### src/rtl/alu_exec.sv
// Execute-stage ALU. Single-cycle logic/arithmetic ops register their result
// one clock after accept; MUL runs as a WIDTH-step shift-add sequence and
// holds busy until the final product is registered.
//
// state | meaning
// IDLE  | ready; accepts start, single-cycle ops complete here
// MUL   | one shift-add step per cycle, busy high
// FIN   | register low half of product and flags, pulse done
module alu_exec #(
    parameter int WIDTH = 32
) (
    input  logic             clk,
    input  logic             rst,
    input  logic [3:0]       alu_ct,
    input  logic [WIDTH-1:0] a,
    input  logic [WIDTH-1:0] b,
    input  logic             start,
    output logic             busy,
    output logic             done,
    output logic [WIDTH-1:0] result,
    output logic             zero,
    output logic             overflow
);

    localparam int CNT_W = $clog2(WIDTH) + 1;
    localparam logic [CNT_W-1:0] LAST_STEP = CNT_W'(WIDTH - 1);

    localparam logic [3:0] OP_AND = 4'b0000;
    localparam logic [3:0] OP_OR  = 4'b0001;
    localparam logic [3:0] OP_ADD = 4'b0010;
    localparam logic [3:0] OP_SUB = 4'b0110;
    localparam logic [3:0] OP_SLT = 4'b0111;
    localparam logic [3:0] OP_NOR = 4'b1100;
    localparam logic [3:0] OP_MUL = 4'b1000;

    typedef enum logic [1:0] {
        IDLE = 2'd0,
        MUL  = 2'd1,
        FIN  = 2'd2
    } state_t;

    state_t state, state_nxt;

    logic [2*WIDTH-1:0] mcand;
    logic [2*WIDTH-1:0] acc;
    logic [WIDTH-1:0]   mplier;
    logic [CNT_W-1:0]   cnt;

    logic [WIDTH-1:0] sum;
    logic [WIDTH-1:0] diff;
    logic             slt;
    logic [WIDTH-1:0] alu_res;
    logic             alu_ovf;

    assign sum  = a + b;
    assign diff = a - b;
    assign slt  = $signed(a) < $signed(b);

    // Single-cycle operation result and overflow flag
    always_comb begin
        alu_res = '0;
        alu_ovf = 1'b0;
        case (alu_ct)
            OP_AND: alu_res = a & b;
            OP_OR:  alu_res = a | b;
            OP_NOR: alu_res = ~(a | b);
            OP_ADD: begin
                alu_res = sum;
                alu_ovf = (a[WIDTH-1] == b[WIDTH-1]) && (sum[WIDTH-1] != a[WIDTH-1]);
            end
            OP_SUB: begin
                alu_res = diff;
                alu_ovf = (a[WIDTH-1] != b[WIDTH-1]) && (diff[WIDTH-1] != a[WIDTH-1]);
            end
            OP_SLT: alu_res = {{(WIDTH-1){1'b0}}, slt};
            default: begin
                alu_res = '0;
                alu_ovf = 1'b0;
            end
        endcase
    end

    // State register
    always_ff @(posedge clk or negedge rst) begin
        if (!rst) state <= IDLE;
        else      state <= state_nxt;
    end

    // Next-state logic; start is only looked at in IDLE so it is ignored while busy
    always_comb begin
        state_nxt = state;
        case (state)
            IDLE:    if (start && alu_ct == OP_MUL) state_nxt = MUL;
            MUL:     if (cnt == LAST_STEP) state_nxt = FIN;
            FIN:     state_nxt = IDLE;
            default: state_nxt = IDLE;
        endcase
    end

    // FSM outputs
    always_comb begin
        busy = (state != IDLE);
    end

    // Datapath: operand latch, shift-add steps and registered result/flags
    always_ff @(posedge clk or negedge rst) begin
        if (!rst) begin
            mcand    <= '0;
            acc      <= '0;
            mplier   <= '0;
            cnt      <= '0;
            result   <= '0;
            zero     <= 1'b0;
            overflow <= 1'b0;
            done     <= 1'b0;
        end else begin
            done <= 1'b0;
            case (state)
                IDLE: begin
                    if (start) begin
                        if (alu_ct == OP_MUL) begin
                            mcand  <= {{WIDTH{1'b0}}, a};
                            mplier <= b;
                            acc    <= '0;
                            cnt    <= '0;
                        end else begin
                            result   <= alu_res;
                            zero     <= (alu_res == '0);
                            overflow <= alu_ovf;
                            done     <= 1'b1;
                        end
                    end
                end
                MUL: begin
                    if (mplier[0]) acc <= acc + mcand;
                    mcand  <= mcand << 1;
                    mplier <= mplier >> 1;
                    cnt    <= cnt + CNT_W'(1);
                end
                FIN: begin
                    result   <= acc[WIDTH-1:0];
                    zero     <= (acc[WIDTH-1:0] == '0);
                    overflow <= |acc[2*WIDTH-1:WIDTH];
                    done     <= 1'b1;
                end
                default: ;
            endcase
        end
    end

endmodule

### config.mk
export PLATFORM = sky130hd
export DESIGN_NAME = alu_exec
export DESIGN_NICKNAME = d
export VERILOG_FILES = /design/src/rtl/alu_exec.sv
export SDC_FILE = /design/constraint.sdc
export NUM_CORES = 1
export LEC_CHECK = 0
export CAP_MARGIN = 20
export CORE_UTILIZATION = 23
export CTS_CLUSTER_DIAMETER = 80
export DETAILED_ROUTE_END_ITERATION = 8
export HOLD_SLACK_MARGIN = 0.05
export SYNTH_ARGS = -nofsm -noshare
export SYNTH_HDL_FRONTEND = slang
export SYNTH_SLANG_ARGS = --single-unit
### constraint.sdc
create_clock -name clk -period 3.4 [get_ports clk]
set_clock_uncertainty 0.1 [all_clocks]
set_input_delay 0.51 -clock clk [delete_from_list [all_inputs] [get_ports clk]]
set_output_delay 0.51 -clock clk [all_outputs]
set_load 0.01 [all_outputs]
=== Yosys cells after proc, flatten, opt, wreduce, memory -nomap -nowiden ===
Index checks and enable logic that the tools add are counted.

* Bitwise logic cells: 3
* Div/mod/pow operators: 0
* Shifts and indexed selects: 0
* Reduce and logical (&&, ||, !) cells: 15
* Multipliers: 0
* $lt $le $gt $ge: 1
* Multiplexer cells: 30
* Eq/ne operators: 19
* $add $sub $neg: 4

{| class="wikitable"
|+ Operator list
! operator !! count
|-
| 64-bit two-way mux || 5
|-
| 64-bit case mux with 2 select lines || 2
|-
| 32-bit case mux with 6 select lines || 1
|-
| 32-bit two-way mux || 4
|-
| 32-bit case mux with 2 select lines || 2
|-
| 64-bit adder || 1
|-
| 32-bit logical NOT || 2
|-
| 32-bit adder || 1
|-
| 32-bit bitwise AND || 1
|-
| 32-bit < comparator || 1
|-
| 32-bit inverter || 1
|-
| 32-bit bitwise OR || 1
|-
| 32-bit OR reduction || 1
|-
| 32-bit subtractor || 1
|-
| 6-bit two-way mux || 2
|-
| 2-bit != test, second input constant || 6
|-
| 6-bit case mux with 2 select lines || 1
|-
| 4-bit by 3-bit equality test with 1-bit output, second input constant || 2
|-
| 4-bit equality test, second input constant || 2
|-
| 1-bit case mux with 2 select lines || 4
|-
| 6-bit by 1-bit adder with 6-bit output, second input constant || 1
|-
| 6-bit by 5-bit equality test with 1-bit output, second input constant || 1
|-
| 1-bit two-way mux || 6
|-
| 3-bit AND reduction || 2
|-
| other kinds (14) || 21
|}

* Output and inout port bits: 36
* Word-level logic and storage cells: 81
* Bits of input ports: 71
* Memories kept: 0
* Memory bits (read-only): 0
* Memory bits (writable): 0
* Flip-flop bits (word level): 203
* Latch bits: 0

=== Logic depth before layout (Yosys ltp) ===
* Depth after elaboration: 7
* Mapped depth: 15
* Depth with buffers taken out: 15

=== Worst setup path before layout ===
OpenSTA, ideal clock, no wires.

* Kind: input-to-reg
* Start point: input a[7]
* End point: register zero
* Path buffers: 1
* Library setup time: 0.092 ns
* Data arrival time: 3.483 ns
* Path slack: -0.275 ns
* Stages: 14
* Data required time: 3.208 ns
* Cell sequence: inv_1 -> ha_1 -> buf_6 -> or4_1 -> a211o_1 -> a311oi_2 -> o211a_1 -> o21ai_2 -> a21oi_1 -> and2b_1 -> o32ai_1 -> a2bb2oi_1 -> or4_4 -> o31ai_2

* Cells in the longest elaborated chain, start to end: 7
* Elaborated cells on any way between the ends: 11
* Classes of those cells: add/sub: 2; order compare: 1; mux: 4; bitwise: 3; reduce/logical: 1

{| class="wikitable"
|+ Ends and longest elaborated chain
! element !! RTL line !! source
|-
| from (decl) || 15 || <nowiki>input logic [WIDTH-1:0] a,</nowiki>
|-
| branches (longest 2 deep; another with 32-bit subtractor) || -- ||
|-
| 32-bit case mux with 6 select lines (*) || 63 || <nowiki>case (alu_ct)</nowiki>
|-
| 32-bit logical NOT (*) || 128 || <nowiki>zero <= (alu_res == '0);</nowiki>
|-
| 1-bit two-way mux (*) || 121 || <nowiki>if (alu_ct == OP_MUL) begin</nowiki>
|-
| 1-bit two-way mux (*) || 120 || <nowiki>if (start) begin</nowiki>
|-
| 1-bit case mux with 2 select lines (*) || 118 || <nowiki>case (state)</nowiki>
|-
| to (signal assigned) || 128 ||
|-
| to (signal assigned) || 142 || <nowiki>zero <= (acc[WIDTH-1:0] == '0);</nowiki>
|-
| to (decl) || 21 || <nowiki>output logic zero,</nowiki>
|}

Every way passes the cells marked *. The select of a mux whose other input is x is not followed.
A chain may end at the register's enable or synchronous reset.

=== Worst setup path in the final report ===
* Start point: input a[15]
* End point: register zero

Same word-level chain as after synthesis.

==> summary by stage <==
Job
Max-cap violations in this run came to 0.

Route
The average wire per cell in the routed design is about 17 um. The per-cell via count in the routed design is 5.03. The post-route DRC violation count is 0. For this run, the detailed router's first-pass iteration total came to 8.

The remaining number of nets flagged by the antenna check after routing is 0. The final layout contains routed wiring with a total length of between 60,000 and 70,000 um. In this run, the number of DRC markers left after iteration 0 of detailed routing was around 1,300. Summing over every cut layer, the via total after detailed routing is between 15,000 and 20,000.

Logic synthesis
The fraction of the yosys area taken by sequential cells is 0.291. For this run, the leading register cell type out of synthesis is dfrtp_1. The number of nets in the synthesized netlist is approximately 2,500. After synthesis the netlist holds a flip-flop and latch count of just over 200. In the synthesized netlist, the number of instances is 2,293. The count of cell types in the netlist is 87. During synthesis, Yosys emitted a total of 0 warnings. The share of flip-flops with an asynchronous set or reset is 1.00. The number of synthesized flops with an enable pin is 0. The cell area that synthesis handed to floorplanning was between 15,000 and 20,000 um2. The mean post-synth cell area is approximately 7.6 um2.

Floorplanning
The initial core utilization is 0.234. The die covers 77,100 um2. The number of I/O pins is 107.

The die is approximately 280 um wide. The die height is about 280 um. The core box area is 74,800 um2. In this run the core area contains 100 standard-cell rows.

Worst hold path
In this run the most critical hold path is launched from mplier[29]$_DFFE_PN0P_. The worst hold path was traced through 2 stages. The type of the worst min-delay path is flip-flop to flip-flop. The hold path endpoint is mplier[28]$_DFFE_PN0P_.

Power
The part of the power in registers is 0.254. The internal portion of the total power is slightly above 9 mW. The switching power as a share of total power is 0.413. The power density relative to cell area is slightly above 600 nW/um2.

The share of total power dissipated in combinational logic is 0.554. In this run the static leakage power is 11.8 nW. The worst-case IR drop observed on VDD is around 0.5 mV. Of the total power, the clock network draws 0.193. For this design the total switching power over the nets is between 6 and 7 mW.

GRT
The aggregate global-route resource usage is 0.168. The via count of the first global-routing pass is between 15,000 and 20,000. The overflow left after global routing is 0. The first global-routing pass estimated 105,000 um of wire. The pin count of the biggest net entering global routing is approximately 160. The number of antenna violations at the first check in global routing is 1.

Setup path
The setup slack on the worst flop-to-flop path is approximately 70 ps. The total buffers and inverters traversed by the critical path is 2. The kind of cell with the highest combined delay on the critical path is compound AO/OA/AOI/OAI gates. The worst endpoint required time is 3810 ps. In this run the worst path has a maximum fanout of 6. The slowest cell on the critical path is or4_4.

The worst register-to-register path ends at acc[51]$_DFFE_PN0P_. STA classifies the critical path startpoint as a primary input. The critical path is of the primary input to flip-flop type. The depth of the worst register-to-register path is 16. STA classifies the critical path endpoint as a flip-flop. Data on the critical path arrives at its endpoint at around 3800 ps.

The largest single stage delay on the critical path is ~540 ps. Traced cell by cell, the critical path runs through clkdlybuf4s50_1, inv_2, ha_4, a21oi_1, o21ai_0, nand2b_1, o31ai_4, nand2b_1, a21o_1, a21oi_1, o32ai_1, a2bb2oi_2, or4_4, o31ai_2. The startpoint of the worst-slack reg-to-reg timing path is acc[0]$_DFFE_PN0P_.

Finish
The layout filler cell count is around 8,000. The post-route cell area is ~26,000 um2. The number of diodes is 0.

The post-layout net count is just over 3,000. In the final layout, the share of cells above drive strength 1 is 0.280. The area of the multi-input gates is around 13,000 um2. For this run, the share of the core covered by cells in the final layout is 0.342.

The post-synthesis to final-layout area growth is 46.5%. The register area is 5080 um2.

STA
The count of endpoints failing hold in the final timing report is 0. The final number of max-transition violations is 0. The fmax is ~290 MHz.

The worst-case setup margin in the final layout is -25.5 ps. Setup repair after global routing could not meet its margin everywhere. The relative slew slack is 0.445. Setup violations remaining at the end of the flow were counted as 1. The ratio of final minimum period to clock period is 1.01. Summed over all failing endpoints, the final setup total negative slack is -25.5 ps. For the pin with the worst max-slew slack, the measured transition is 833 ps. The time the worst path needs with I/O delays and setup is between 3000 and 4000 ps.

CTS
The later pin in the worst-skew pair is clocked with a latency of around 600 ps. Clock-pin slew was measured on the worst setup and hold paths at 60 ps. The maximum clock insertion buffer count is 3. The cell at the root of the clock tree is clkbuf_16. TritonCTS created 29 clock buffers.

In this run the number of H-tree levels came out at 1. The clock tree from TritonCTS is yes. The number of sinks driven by the clock tree is 203.

Status
The final reports fail on setup timing. The flow ran to the end, but the final reports show violations.

Placed design
Summing all placed instances gives a cell area of 23,300 um2. The port buffer count is roughly 110. Before CTS, the worst setup slack after placement is -1200 ps.

The final RePlAce weighted congestion is ~0.95. The wire-length estimate of the detail-placed layout is 51,300 um.
tightest hold or removal path, stage by stage, from the launching register on:
cell and delay (ps):
dfrtp_1 340, nand2_1 40, o21ai_0 60
placed cells by master (no fill, tap or decap), drive strengths merged, types with 41 or more instances in the layout:
cell and n:
a21oi 230, clkdlybuf4s50 71, dfrtp 203, o22ai 68, o21ai 210, clkbuf 41
a21o 58, buf 550, inv 105, ha 163, nand3 81, nand2 318
nor2 212
cells in the mapped netlist, types with 9 or more instances:
cell type,n,share of area
buf_2,12,0.0034
nand2b_1,17,0.0061
mux2i_1,12,0.0069
xor2_1,27,0.014
nor4_1,33,0.012
o31ai_1,22,0.0094
ha_1,163,0.12
inv_1,102,0.022
a211oi_1,21,0.0090
a22oi_1,9,0.0039
nand4_1,14,0.0050
o211ai_1,17,0.0073
xnor2_1,35,0.018
buf_1,10,0.0021
nand2_1,318,0.068
and3_1,10,0.0036
and2_1,16,0.0057
a21oi_1,230,0.066
a21o_1,58,0.025
o21ai_0,207,0.059
a211o_1,10,0.0050
nor2_1,212,0.046
nor3_1,40,0.011
dfrtp_1,203,0.29
a31oi_1,23,0.0082
clkbuf_1,109,0.023
nand3_1,81,0.023
a221o_1,13,0.0074
o22ai_1,68,0.024
o21bai_1,14,0.0060
a221oi_1,22,0.011
nor2b_1,18,0.0064
layout make-up:
cell class | count | area share
clock inverters | 11 | 0.00606
multi-input cells | 1854 | 0.494
flip-flops and latches | 203 | 0.198
clock buffers | 39 | 0.0310
repair buffers | 653 | 0.208
inverters | 103 | 0.0158
well taps | 969 | 0.0473
cell families (layout without fill, tap and decap cells):
logic type / Yosys count / in the layout / share of synthesized area
buffers and inverters: 236 / 806 / 0.0522
AO/OA/AOI/OAI: 807 / 807 / 0.289
AND/OR/NAND/NOR: 805 / 805 / 0.209
multiplexers: 14 / 14 / 0.00816
XOR/XNOR: 62 / 62 / 0.0311
flip-flops: 203 / 203 / 0.291
adder cells (fa/ha/maj): 166 / 166 / 0.120
worst max-delay path by stage:
| stage | cells past startpoint | from | to |
|---|---|---|---|
| after CTS | 17 | a[0] | zero$_DFFE_PN0P_ |
| after global routing | 15 | a[2] | zero$_DFFE_PN0P_ |
| final | 14 | a[15] | zero$_DFFE_PN0P_ |
| after detailed placement | 15 | a[1] | zero$_DFFE_PN0P_ |
| after floorplan | 14 | b[7] | zero$_DFFE_PN0P_ |
| after global placement | 17 | a[0] | zero$_DFFE_PN0P_ |
per-layer routing:
metal	share of wire	up-vias	wire length, um	track usage
met5	0.00019	-	13	0
met4	0.029	2	1970	0.0449
met3	0.052	106	3460	0.0242
met2	0.47	507	31200	0.282
met1	0.45	9203	30100	0.223
li1	-	9447	-	-
metrics by stage:
step / instances / total power [mW] / hold slack [ps]
6_report: 3832 / 15.9 / 353
2_1_floorplan: 2293 / 8.89 / 114
3_3_place_gp: 3748 / 12.1 / 359
3_5_place_dp: 3748 / 12.2 / 374
5_1_grt: 3832 / 17.2 / 410
4_1_cts: 3823 / 15.6 / 375
flip-flops by register name (all words and copies together) (netlist names):
| signal | cells |
|---|---|
| mplier | 32 |
| result | 32 |
| cnt | 6 |
| acc | 64 |
| mcand | 64 |
| done | 1 |
| overflow | 1 |
| state | 2 |
| zero | 1 |
power by group through the flow:
stage                     Combinational (mW)  Sequential, mW  Clock [mW]
after CTS                               8.44            4.03        3.15
after global routing                    9.78            4.16        3.24
after global placement                  8.08            4.04           0
after floorplan                         5.03            3.86           0
after detailed placement                8.13            4.05           0
final                                   8.83            4.04        3.07
repair_timing:
action	in CTS	in global routing
setup endpoints to repair	44	36
gates cloned	0	0
resized for setup	174	124
setup buffers	24	11
pin swaps	60	67
hold buffers	1	0
endpoints found under the hold margin	78	0
(Power assumes the default switching activity.)
==> RTL change, RTL diff (same settings) <==
Reset style: synchronous (`rst`), changed in 2 clocked blocks.
--- a/src/rtl/alu_exec.sv
+++ b/src/rtl/alu_exec.sv
@@ -81,7 +81,7 @@
     end
 
     // State register
-    always_ff @(posedge clk or negedge rst) begin
+    always_ff @(posedge clk) begin
         if (!rst) state <= IDLE;
         else      state <= state_nxt;
     end
@@ -103,7 +103,7 @@
     end
 
     // Datapath: operand latch, shift-add steps and registered result/flags
-    always_ff @(posedge clk or negedge rst) begin
+    always_ff @(posedge clk) begin
         if (!rst) begin
             mcand    <= '0;
             acc      <= '0;
Check against the original RTL: differs if rst is asserted again (counterexample within 4 cycles, from zero or initial values and one cycle with rst low); with rst held inactive, the same outputs for 4 cycles.
==> RTL change against the original RTL <==
The flow still finishes with violations (setup timing). Final area decreased by 0.34%. Die area is 3.1% lower. Worst setup slack got worse by 330 ps. Sequential cell count unchanged. Sequential share of layout area decreased by 3.8 points. Wire length is 4.6% higher. Area after synthesis is 3.1% lower.
Power is not compared: it rests on default switching activity, and its combinational part moved more than twofold at a synthesized area within 25%.
==> RTL change: results (changes against the original RTL) <==
{| class="wikitable"
! Metric !! Value
|-
| Final setup margin || -359 ps (-334 ps)
|-
| Number of distinct library cells after synthesis || 86 (-1.1%)
|-
| Routed wire length || 69.8 mm (+4.6%)
|-
| Arr. time, crit path || 4160 ps (+320 ps)
|-
| Count of nets after finishing || 3084 (+0.097%)
|-
| Count of final setup violators || 3 (+2)
|-
| Proportion of synthesized flip-flops having asynchronous set or reset || 0% (-100 points)
|-
| Area of placed instances || 22900 sq um (-1.9%)
|-
| Hold WC Path Type || input port to flop
|-
| Critical-path maximum fanout || 2 (-4)
|-
| Global-route usage over all layers || 18.0% (+1.2 points)
|-
| Final Wtd Congestion || 0.947 (-0.12%)
|-
| Average vias per placed instance || 5.15 (+2.4%)
|-
| Worst slew margin relative to its limit || 32.9% (-12 points)
|-
| Post-Syn Instances || 2294 (+0.044%)
|-
| Violated checks || setup timing
|-
| Sum of net half-perimeters after detailed placement || 53.6 mm (+4.6%)
|-
| Fillers || 7481 (-3.9%)
|-
| Source of the worst register-to-register timing path || mcand[0]$_SDFFE_PN0P_
|-
| Global-route wire length before repair || 107 mm (+2.2%)
|-
| Overall via count from detail_route || 19713 (+2.3%)
|-
| Result of the run || finished, violations left
|-
| Commonest cells in the netlist || nor2_1, nand2_1, dfxtp_1
|-
| Share of the yosys chip area belonging to registers || 24.0% (-5.1 points)
|-
| DRC violation total after the first TritonRoute iteration || 1396 (+5.6%)
|-
| Flip-flop cell with the highest count after synthesis || dfxtp_1
|-
| Pin count of the biggest net entering global routing || 90 (-45%)
|-
| Number of nets produced by synthesis || 2531 (+0.040%)
|-
| Share of final-layout standard cells stronger than drive strength 1 || 31.7% (+3.6 points)
|-
| Worst path max stage delay || 420 ps (-120 ps)
|-
| Cell total after placement || 3731 (-0.45%)
|-
| Minimum setup slack after placement || -1730 ps (-524 ps)
|-
| Leading post-synthesis cells by cell area || dfxtp_1, ha_1, nor2_1
|-
| Vias in the first global route || 18813 (+0.37%)
|}
==> RTL change: cell type report <==
class | count | area share, %
inverter | 114 | 1.72
clock inverter | 20 | 1.28
timing repair buffer | 680 | 21.6
tap | 959 | 4.70
sequential | 203 | 16.0
multi-input combinational | 1819 | 51.6
clock buffer | 33 | 3.02
==> RTL change: kinds of logic (layout without fill, tap and decap cells) <==
family	after synthesis	count (layout)	synth area share [%]
simple gates	819	819	21.9
compound gates	772	772	32.2
buf+inv	272	847	6.21
flops	203	203	24.0
fa+ha+maj	166	166	12.4
xor+xnor	55	55	2.84
mux	7	7	0.428
==> RTL change: power by group <==
| part | internal, W | switching [W] | total (W) |
|---|---|---|---|
| sequential | 0.00244 | 0.0000686 | 0.00251 |
| clock | 0.00218 | 0.00131 | 0.00350 |
| combinational | 0.00111 | 0.00118 | 0.00228 |
==> RTL change: final timing paths <==
path | to | slack [ps] | depth (start not counted)
hold reg to reg | cnt[5]$_SDFFE_PN0P_ | 360 | 1
setup / recovery | zero$_SDFFE_PN0P_ | -360 | 16
setup reg to reg | acc[58]$_SDFFE_PN0P_ | 120 | 14
hold / removal | mplier[2]$_SDFFE_PN0P_ | 130 | 3
==> RTL change: critical path: cells and delay by family <==
kind                     cells  cell delay [ps]
AO/OA/AOI/OAI                6             1610
AND/OR/NAND/NOR              5             1370
adder cells (fa/ha/maj)      2              380
buffers and inverters        3              270
==> RTL change: layer usage <==
metal,vias up,wire [microns],track usage (%),share of wire (%)
met4,2,1910,5.07,2.7
met1,9374,32200,24.7,46
met5,-,87,0,0.12
met3,126,4620,2.84,6.6
met2,606,31000,28.9,44
li1,9605,-,-,-
==> RTL change: timing repair <==
item	in CTS	in global routing
buffers inserted	33	14
setup endpoints to repair	33	29
gates resized for setup	292	123
pin swaps	87	69
